===== config.mk =====
export PLATFORM = sky130hd
export DESIGN_NAME = jtdd_objdma
export DESIGN_NICKNAME = d
export VERILOG_FILES = /design/src/rtl/jtdd_objdma_pkg.sv /design/src/rtl/jtdd_objdma.sv
export SDC_FILE = /design/constraint.sdc
export NUM_CORES = 1
export LEC_CHECK = 0
export ABC_CLOCK_PERIOD_IN_PS = 5150
export CORE_ASPECT_RATIO = 1.4
export CORE_MARGIN = 5
export CORE_UTILIZATION = 50
export DETAILED_ROUTE_END_ITERATION = 7
export PLACE_DENSITY = 0.84
export SYNTH_ARGS = -nofsm -noshare
export SYNTH_HDL_FRONTEND = slang
export SYNTH_SLANG_ARGS = --single-unit

===== constraint.sdc =====
create_clock -name clk -period 5.15 [get_ports clk]
set_input_delay 0.7725 -clock clk [delete_from_list [all_inputs] [get_ports clk]]
set_output_delay 0.7725 -clock clk [all_outputs]
set_load 0.005 [all_outputs]

===== src/rtl/jtdd_objdma_pkg.sv =====
// Shared definitions for the object-RAM DMA scheduler.
//   state_t : FSM state encoding (3 bits), also visible on the debug port
//   OBJ_AW  : default object RAM address width (512-byte object table)
package jtdd_objdma_pkg;

  typedef enum logic [2:0] {
    ST_IDLE = 3'd0,
    ST_REQ  = 3'd1,
    ST_RD   = 3'd2,
    ST_WR   = 3'd3,
    ST_REL  = 3'd4
  } state_t;

  localparam int OBJ_AW = 9;

endpackage


===== src/rtl/jtdd_objdma.sv =====
// Object-RAM DMA scheduler for the Double Dragon video section.
// At each vertical-blank start it halts the main CPU, copies the whole
// object RAM (2^AW bytes) into the object shadow buffer, then releases the
// bus. Everything advances on clk edges qualified by pxl_cen.
//
// Ports:
//   clk, rst_n          clock, asynchronous active-low reset
//   pxl_cen             pixel clock enable
//   vbl                 vertical blank level from the timing generator
//   dma_en              copy enable, looked at only on the VBL rising edge
//   cpu_busreq/busak    CPU halt request / grant
//   src_addr, src_dout  object RAM read port (data one clk after address)
//   dst_addr/din/we     shadow buffer write port
//   busy                high from request until release
//   done                one-clk pulse after a complete copy
//   overrun             sticky: last copy could not finish inside VBL
//   state_dbg           current FSM state
//
// Bus handshake: cpu_busreq is a level request held for the whole transfer;
// a byte is read or written only on cen edges where cpu_busak is high. If
// the grant drops, the FSM freezes (counter held, no write) until it
// returns. Falling vbl always wins: the transfer is abandoned and flagged.
module jtdd_objdma
  import jtdd_objdma_pkg::*;
#(
  parameter int AW = OBJ_AW
) (
  input  logic          clk,
  input  logic          rst_n,
  input  logic          pxl_cen,
  input  logic          vbl,
  input  logic          dma_en,
  output logic          cpu_busreq,
  input  logic          cpu_busak,
  output logic [AW-1:0] src_addr,
  input  logic [7:0]    src_dout,
  output logic [AW-1:0] dst_addr,
  output logic [7:0]    dst_din,
  output logic          dst_we,
  output logic          busy,
  output logic          done,
  output logic          overrun,
  output logic [2:0]    state_dbg
);

  localparam logic [AW-1:0] LAST = {AW{1'b1}};

  state_t        state;
  logic [AW-1:0] cnt;
  logic          vbl_l;
  logic          vbl_edge;

  assign vbl_edge  = vbl & ~vbl_l;
  assign busy      = (state != ST_IDLE);
  assign state_dbg = state;

  always_ff @(posedge clk or negedge rst_n) begin
    if (!rst_n) begin
      state      <= ST_IDLE;
      cnt        <= '0;
      vbl_l      <= 1'b0;
      cpu_busreq <= 1'b0;
      src_addr   <= '0;
      dst_addr   <= '0;
      dst_din    <= 8'd0;
      dst_we     <= 1'b0;
      done       <= 1'b0;
      overrun    <= 1'b0;
    end else begin
      // done lasts a single clk regardless of the cen rate
      done <= 1'b0;
      if (pxl_cen) begin
        vbl_l <= vbl;
        case (state)
          ST_IDLE: begin
            if (vbl_edge && dma_en) begin
              state    <= ST_REQ;
              cnt      <= '0;
              src_addr <= '0;
            end
          end
          ST_REQ: begin
            if (!vbl) begin
              // blanking ended before the CPU granted the bus
              state      <= ST_IDLE;
              cpu_busreq <= 1'b0;
              overrun    <= 1'b1;
            end else begin
              cpu_busreq <= 1'b1;
              if (cpu_busak) state <= ST_RD;
            end
          end
          ST_RD: begin
            if (!vbl) begin
              state      <= ST_IDLE;
              cpu_busreq <= 1'b0;
              overrun    <= 1'b1;
            end else if (cpu_busak) begin
              // src_addr has been stable for the whole RD period
              dst_din <= src_dout;
              dst_addr <= cnt;
              dst_we   <= 1'b1;
              state    <= ST_WR;
            end
          end
          ST_WR: begin
            // the strobe covers exactly the one cen period spent in WR
            dst_we <= 1'b0;
            if (!vbl) begin
              state      <= ST_IDLE;
              cpu_busreq <= 1'b0;
              overrun    <= 1'b1;
            end else if (cpu_busak) begin
              if (cnt == LAST) begin
                state <= ST_REL;
              end else begin
                cnt      <= cnt + 1'b1;
                src_addr <= cnt + 1'b1;
                state    <= ST_RD;
              end
            end
          end
          ST_REL: begin
            cpu_busreq <= 1'b0;
            done       <= 1'b1;
            overrun    <= 1'b0;
            state      <= ST_IDLE;
          end
          default: state <= ST_IDLE;
        endcase
      end
    end
  end

endmodule


* Word-level counts from Yosys, hierarchy flattened
Cells that the tools add are included.
** Storage, ports and cells
- Register bits after elaboration :: 34
- Input port bits :: 14
- Output and inout port bits :: 34
- Logic and storage cells :: 67
** Operators by class
- Add/subtract/negate cells :: 1
- Equal/unequal tests :: 16
- Mux-type cells :: 24
- Bitwise gates (word level) :: 2
- Reduce and logical (&&, ||, !) cells :: 15
** Operators with widths (count)
- $mux 9 :: 4
- $mux 3 :: 8
- $pmux 9 s2 :: 1
- $ne 2x2->1 const B :: 8
- $pmux 3 s4 :: 1
- $add 9x1->9 const B :: 1
- $eq 9x9->1 const B :: 1
- $ne 3x3->1 const B :: 3
- $reduce_and 4->1 :: 2
- $mux 1 :: 7
- $eq 3x2->1 const B :: 2
- $reduce_and 3->1 :: 2
- $reduce_and 6->1 :: 1
- $reduce_bool 2->1 :: 3
- $reduce_bool 3->1 :: 2
- $reduce_and 5->1 :: 1
- $pmux 1 s2 :: 2
- $eq 3x1->1 const B :: 1
- $eq 3x3->1 const B :: 1
- $logic_not 3->1 :: 1
- $pmux 1 s3 :: 1
- $reduce_or 3->1 :: 1
- $reduce_or 2->1 :: 1
- $and 1x1->1 :: 1
- other kinds (2) :: 2

* Longest topological paths before layout
- Depth after elaboration :: 5
- Gate-level depth with buffers :: 10
- Depth with buffers taken out :: 9

* Worst setup path before layout
OpenSTA, ideal clock, no wires.
- Path type :: reg2reg
- Start :: register cnt[0]
- End :: register cnt[4]
- Library setup time :: 0.095 ns
- Data arrival time :: 1.889 ns
- Required time :: 5.055 ns
- Path slack :: 3.166 ns
- Cell stages (with the launch flop) :: 11
- Buffers on the path :: 1
- Period minus slack after synthesis :: 1.984 ns
- Cells stage by stage :: dfrtp_1 -> ha_1 -> and3_1 -> nand3_1 -> nor2_1 -> ha_1 -> and3b_2 -> a22oi_1 -> buf_2 -> o21ai_0 -> o31ai_1
** Between the ends
- Word-level cells in the longest chain between the ends :: 5
- Elaborated cells on any way between the ends :: 8
- Those cells by class :: add/sub: 1; eq/ne: 2; mux: 4; reduce/logical: 1
** Ends and longest elaborated chain
- start: declaration :: RTL line jtdd_objdma.sv:49 : logic [AW-1:0] cnt;
- start signal: assignment :: RTL line jtdd_objdma.sv:117 : cnt <= cnt + 1'b1;
- $add 9x1->9 :: RTL line jtdd_objdma.sv:117
- $mux 9 :: RTL line jtdd_objdma.sv:114 : if (cnt == LAST) begin
- $mux 9 :: RTL line jtdd_objdma.sv:113 : end else if (cpu_busak) begin
- $mux 9 :: RTL line jtdd_objdma.sv:109 : if (!vbl) begin
- $pmux 9 s2 :: RTL line jtdd_objdma.sv:74 : case (state)
Parallel ways exist; a longest one is shown, timed or not. The select of a mux whose other input is x is not followed.
A chain may end at the register's enable or synchronous reset.

* Worst setup path after layout
Ends and elaborated chain as after synthesis.

==> out/results.txt <==
status - finished, final reports clean
Final Critical Period - 2.654 ns
Worst-Skew Late Latency - 0.29 ns
Setup TNS - 0 ns
setup ws final - 2.496 ns
RSZ-0062 raised after global routing - no
via count - 1302
Post-CTS Setup Bufs - 0
Max H-tree Level - 2
Fill cells - 245
crit path from - cnt[0]
Peak VDD IR - 0.2888 mV
DRT Wirelength - 3773 microns
core area - 0.003123 sq mm
largest net degree at the start of global routing - 35
Setup CP Type - register to register
number of diodes - 0
Final Power - 0.8792 mW
Sw Ratio - 27.97%
Total Nets Final - 203
Post-DRT Antenna Nets - 0
Layout Skew - 0.007095 ns
DR WL/cell - 16.62 microns
CP required - 5.34 ns
Leak - 0.9783 nW
# clock sinks - 34
Hold WC Path Type - register to register
first-pass GRT wire length - 6196 microns
share of cells above drive strength 1 - 18.09%
RD Place Congestion - 0.8456
DR vias/cell - 5.736
R2R setup slack - 2.50 ns
initial antenna violation count - 0
DR iter-0 viols - 26
GRT met3 Usage - 4.983%
router iterations before antenna repair - 4
CTS Buf Count - 5
Die H - 77.46 microns
Worst EP arrival - 2.84 ns
Die ar. - 0.004507 sq mm
max cap viols - 0
mapped cell area - 0.001625 sq mm
Rel. slew slack - 50.53%
row count - 24
Critical Path End - cnt[4]
DIE WIDTH - 58.19 microns
Comb power frac - 30.9%
Hold Buf Count CTS - 0
sequential share of the synthesized area - 52.35%
final hold vios - 0
fmax - 376.8 MHz
R2R Path Start - cnt[0]
Ports - 48
Netlist cell types - 36
clock power share - 26.1%
gr busiest metal - met2
endpoints failing setup - 0
Pwr per Cell Area - 397.0 mW/mm^2
instance count of the mapped netlist - 138
number of port buffers - 47
met1 usage - 19.87%
hold path cells - 2
remaining global-route overflow - 0
CP Launch Type - register
synthesized net count - 154
placed cell area - 0.002105 sq mm
CTS tree - done
hpwl dp - 2732 microns
vias in the first global route - 1322
Worst-path clk slew - 0.07 ns
worst slew pin tran - 0.7420 ns
r2r worst-path depth - 9
Total GRT Usage - 17.94%
Slew Viols, Final - 0
post-synthesis area per instance - 11.78 sq um
Root Buffer - clkbuf_8
cell-internal power - 0.6333 mW
Flop pwr share - 43.0%
Synth Register Bits - 34
cell area after layout - 0.002215 sq mm
Layout area overhead - 36.26%
initial core utilization - 52.04%
P_sw - 0.2459 mW
r2r endpoint - cnt[4]
Crit Path Max Fanout - 11
Max clock buf depth - 2
Yosys warnings - 0
DRC - 0
fin crit share - 51.53%
Critical Path End Type - register
pre-CTS WS - 2.438 ns
Resize count post-CTS - 0
met2 GRT Util - 32.47%
-- worst min path at each step --
stage / from / end
5_1_grt: dst_din[0] / dst_din[0]
4_1_cts: cpu_busreq / cpu_busreq
3_5_place_dp: cpu_busreq / cpu_busreq
2_1_floorplan: cpu_busreq / cpu_busreq
6_report: cpu_busreq / cpu_busreq
3_3_place_gp: cpu_busreq / cpu_busreq
-- cells in the final DEF, fill, tap and decap left out, types with 2 or more instances in the layout --
cell type	count
clkdlybuf4s50_1	47
dfrtp_1	34
nand2_1	14
o21ai_0	12
mux2_2	10
mux2_4	9
nor2_1	8
clkbuf_8	8
o31ai_1	6
nand3_1	5
and3_1	4
inv_1	3
and4b_1	2
a21oi_1	2
a41oi_1	2
ha_1	2
buf_4	2
-- registers in the layout, summed over array words and instances, names as in the netlist --
| register | cells |
|---|---|
| dst_addr | 9 |
| cnt | 9 |
| state_dbg | 3 |
| done | 1 |
| overrun | 1 |
| dst_din | 8 |
| cpu_busreq | 1 |
| dst_we | 1 |
| vbl_l | 1 |
-- cells by family (layout without fill, tap and decap cells) --
| kind of cell | after synthesis | after routing | share of synthesized area [%] |
|---|---|---|---|
| AND/OR/NAND/NOR | 43 | 43 | 14.63 |
| flip-flops | 34 | 34 | 52.35 |
| AO/OA/AOI/OAI | 30 | 30 | 12.16 |
| multiplexers | 19 | 19 | 15.24 |
| buffers and inverters | 10 | 60 | 4.080 |
| adder cells (fa/ha/maj) | 2 | 2 | 1.539 |
-- stage by stage --
stage / hold WS, ns / instances / utilization, %
4_1_cts: 0.5089 / 227 / 70.91
5_1_grt: 0.5272 / 227 / 70.91
3_3_place_gp: 0.4739 / 219 / 67.39
6_report: 0.5032 / 227 / 70.91
3_5_place_dp: 0.4874 / 219 / 67.39
2_1_floorplan: 0.4710 / 138 / -
-- layout make-up --
class	count	area, sq um	share of cell area [%]
Multi-Input combinational cell	94	708.2	31.98
Tap cell	39	48.80	2.203
Clock buffer	8	110.1	4.972
Inverter	3	11.26	0.5085
Timing Repair Buffer	49	485.5	21.92
Sequential cell	34	850.8	38.42
-- critical path, cell delays in order, from the launching register on --
cell and delay (ns):
dfrtp_1 0.45, ha_1 0.23, and3_1 0.24, nand3_1 0.13, nor2_1 0.16, ha_1 0.23, and3b_2 0.23, a22oi_1 0.58
o21ai_0 0.20, o31ai_1 0.11
-- per-layer routing --
| layer | vias up | routed length, microns |
|---|---|---|
| li1 | 603 | - |
| met2 | 53 | 1989 |
| met3 | 7 | 254 |
| met1 | 639 | 1471 |
| met4 | 0 | 59 |
| met5 | - | 0 |
-- cells in the mapped netlist --
master | number | area share [%]
dfrtp_1 | 34 | 52
nand2_1 | 14 | 3.2
o21ai_0 | 12 | 3.7
mux2_2 | 10 | 6.9
mux2_4 | 9 | 8.3
nor2_1 | 8 | 1.8
o31ai_1 | 6 | 2.8
nand3_1 | 5 | 1.5
and3_1 | 4 | 1.5
buf_2 | 4 | 1.2
inv_1 | 3 | 0.69
a21oi_1 | 2 | 0.62
a41oi_1 | 2 | 1.1
and4b_1 | 2 | 1.2
ha_1 | 2 | 1.5
a221o_1 | 1 | 0.62
a22oi_1 | 1 | 0.46
a2bb2oi_1 | 1 | 0.54
a31o_2 | 1 | 0.54
a31oi_1 | 1 | 0.39
and2_1 | 1 | 0.39
and3b_2 | 1 | 0.62
and4_1 | 1 | 0.54
buf_12 | 1 | 1.2
buf_6 | 1 | 0.69
clkbuf_1 | 1 | 0.23
nand2b_1 | 1 | 0.39
nand3b_1 | 1 | 0.46
nand4b_2 | 1 | 0.92
nor2b_1 | 1 | 0.39
nor3_1 | 1 | 0.31
nor3b_2 | 1 | 0.77
o211ai_1 | 1 | 0.46
o21ba_2 | 1 | 0.62
o22ai_1 | 1 | 0.39
or2b_1 | 1 | 0.46
-- power by group through the flow --
| stage | Sequential [mW] | Clock [mW] | Combinational (mW) |
|---|---|---|---|
| after floorplan | 0.364 | 0 | 0.137 |
| after global placement | 0.375 | 0 | 0.268 |
| after detailed placement | 0.383 | 0 | 0.275 |
| after CTS | 0.378 | 0.234 | 0.276 |
| after global routing | 0.387 | 0.245 | 0.291 |
| final | 0.378 | 0.229 | 0.271 |
Power figures use the tool's default switching activity.
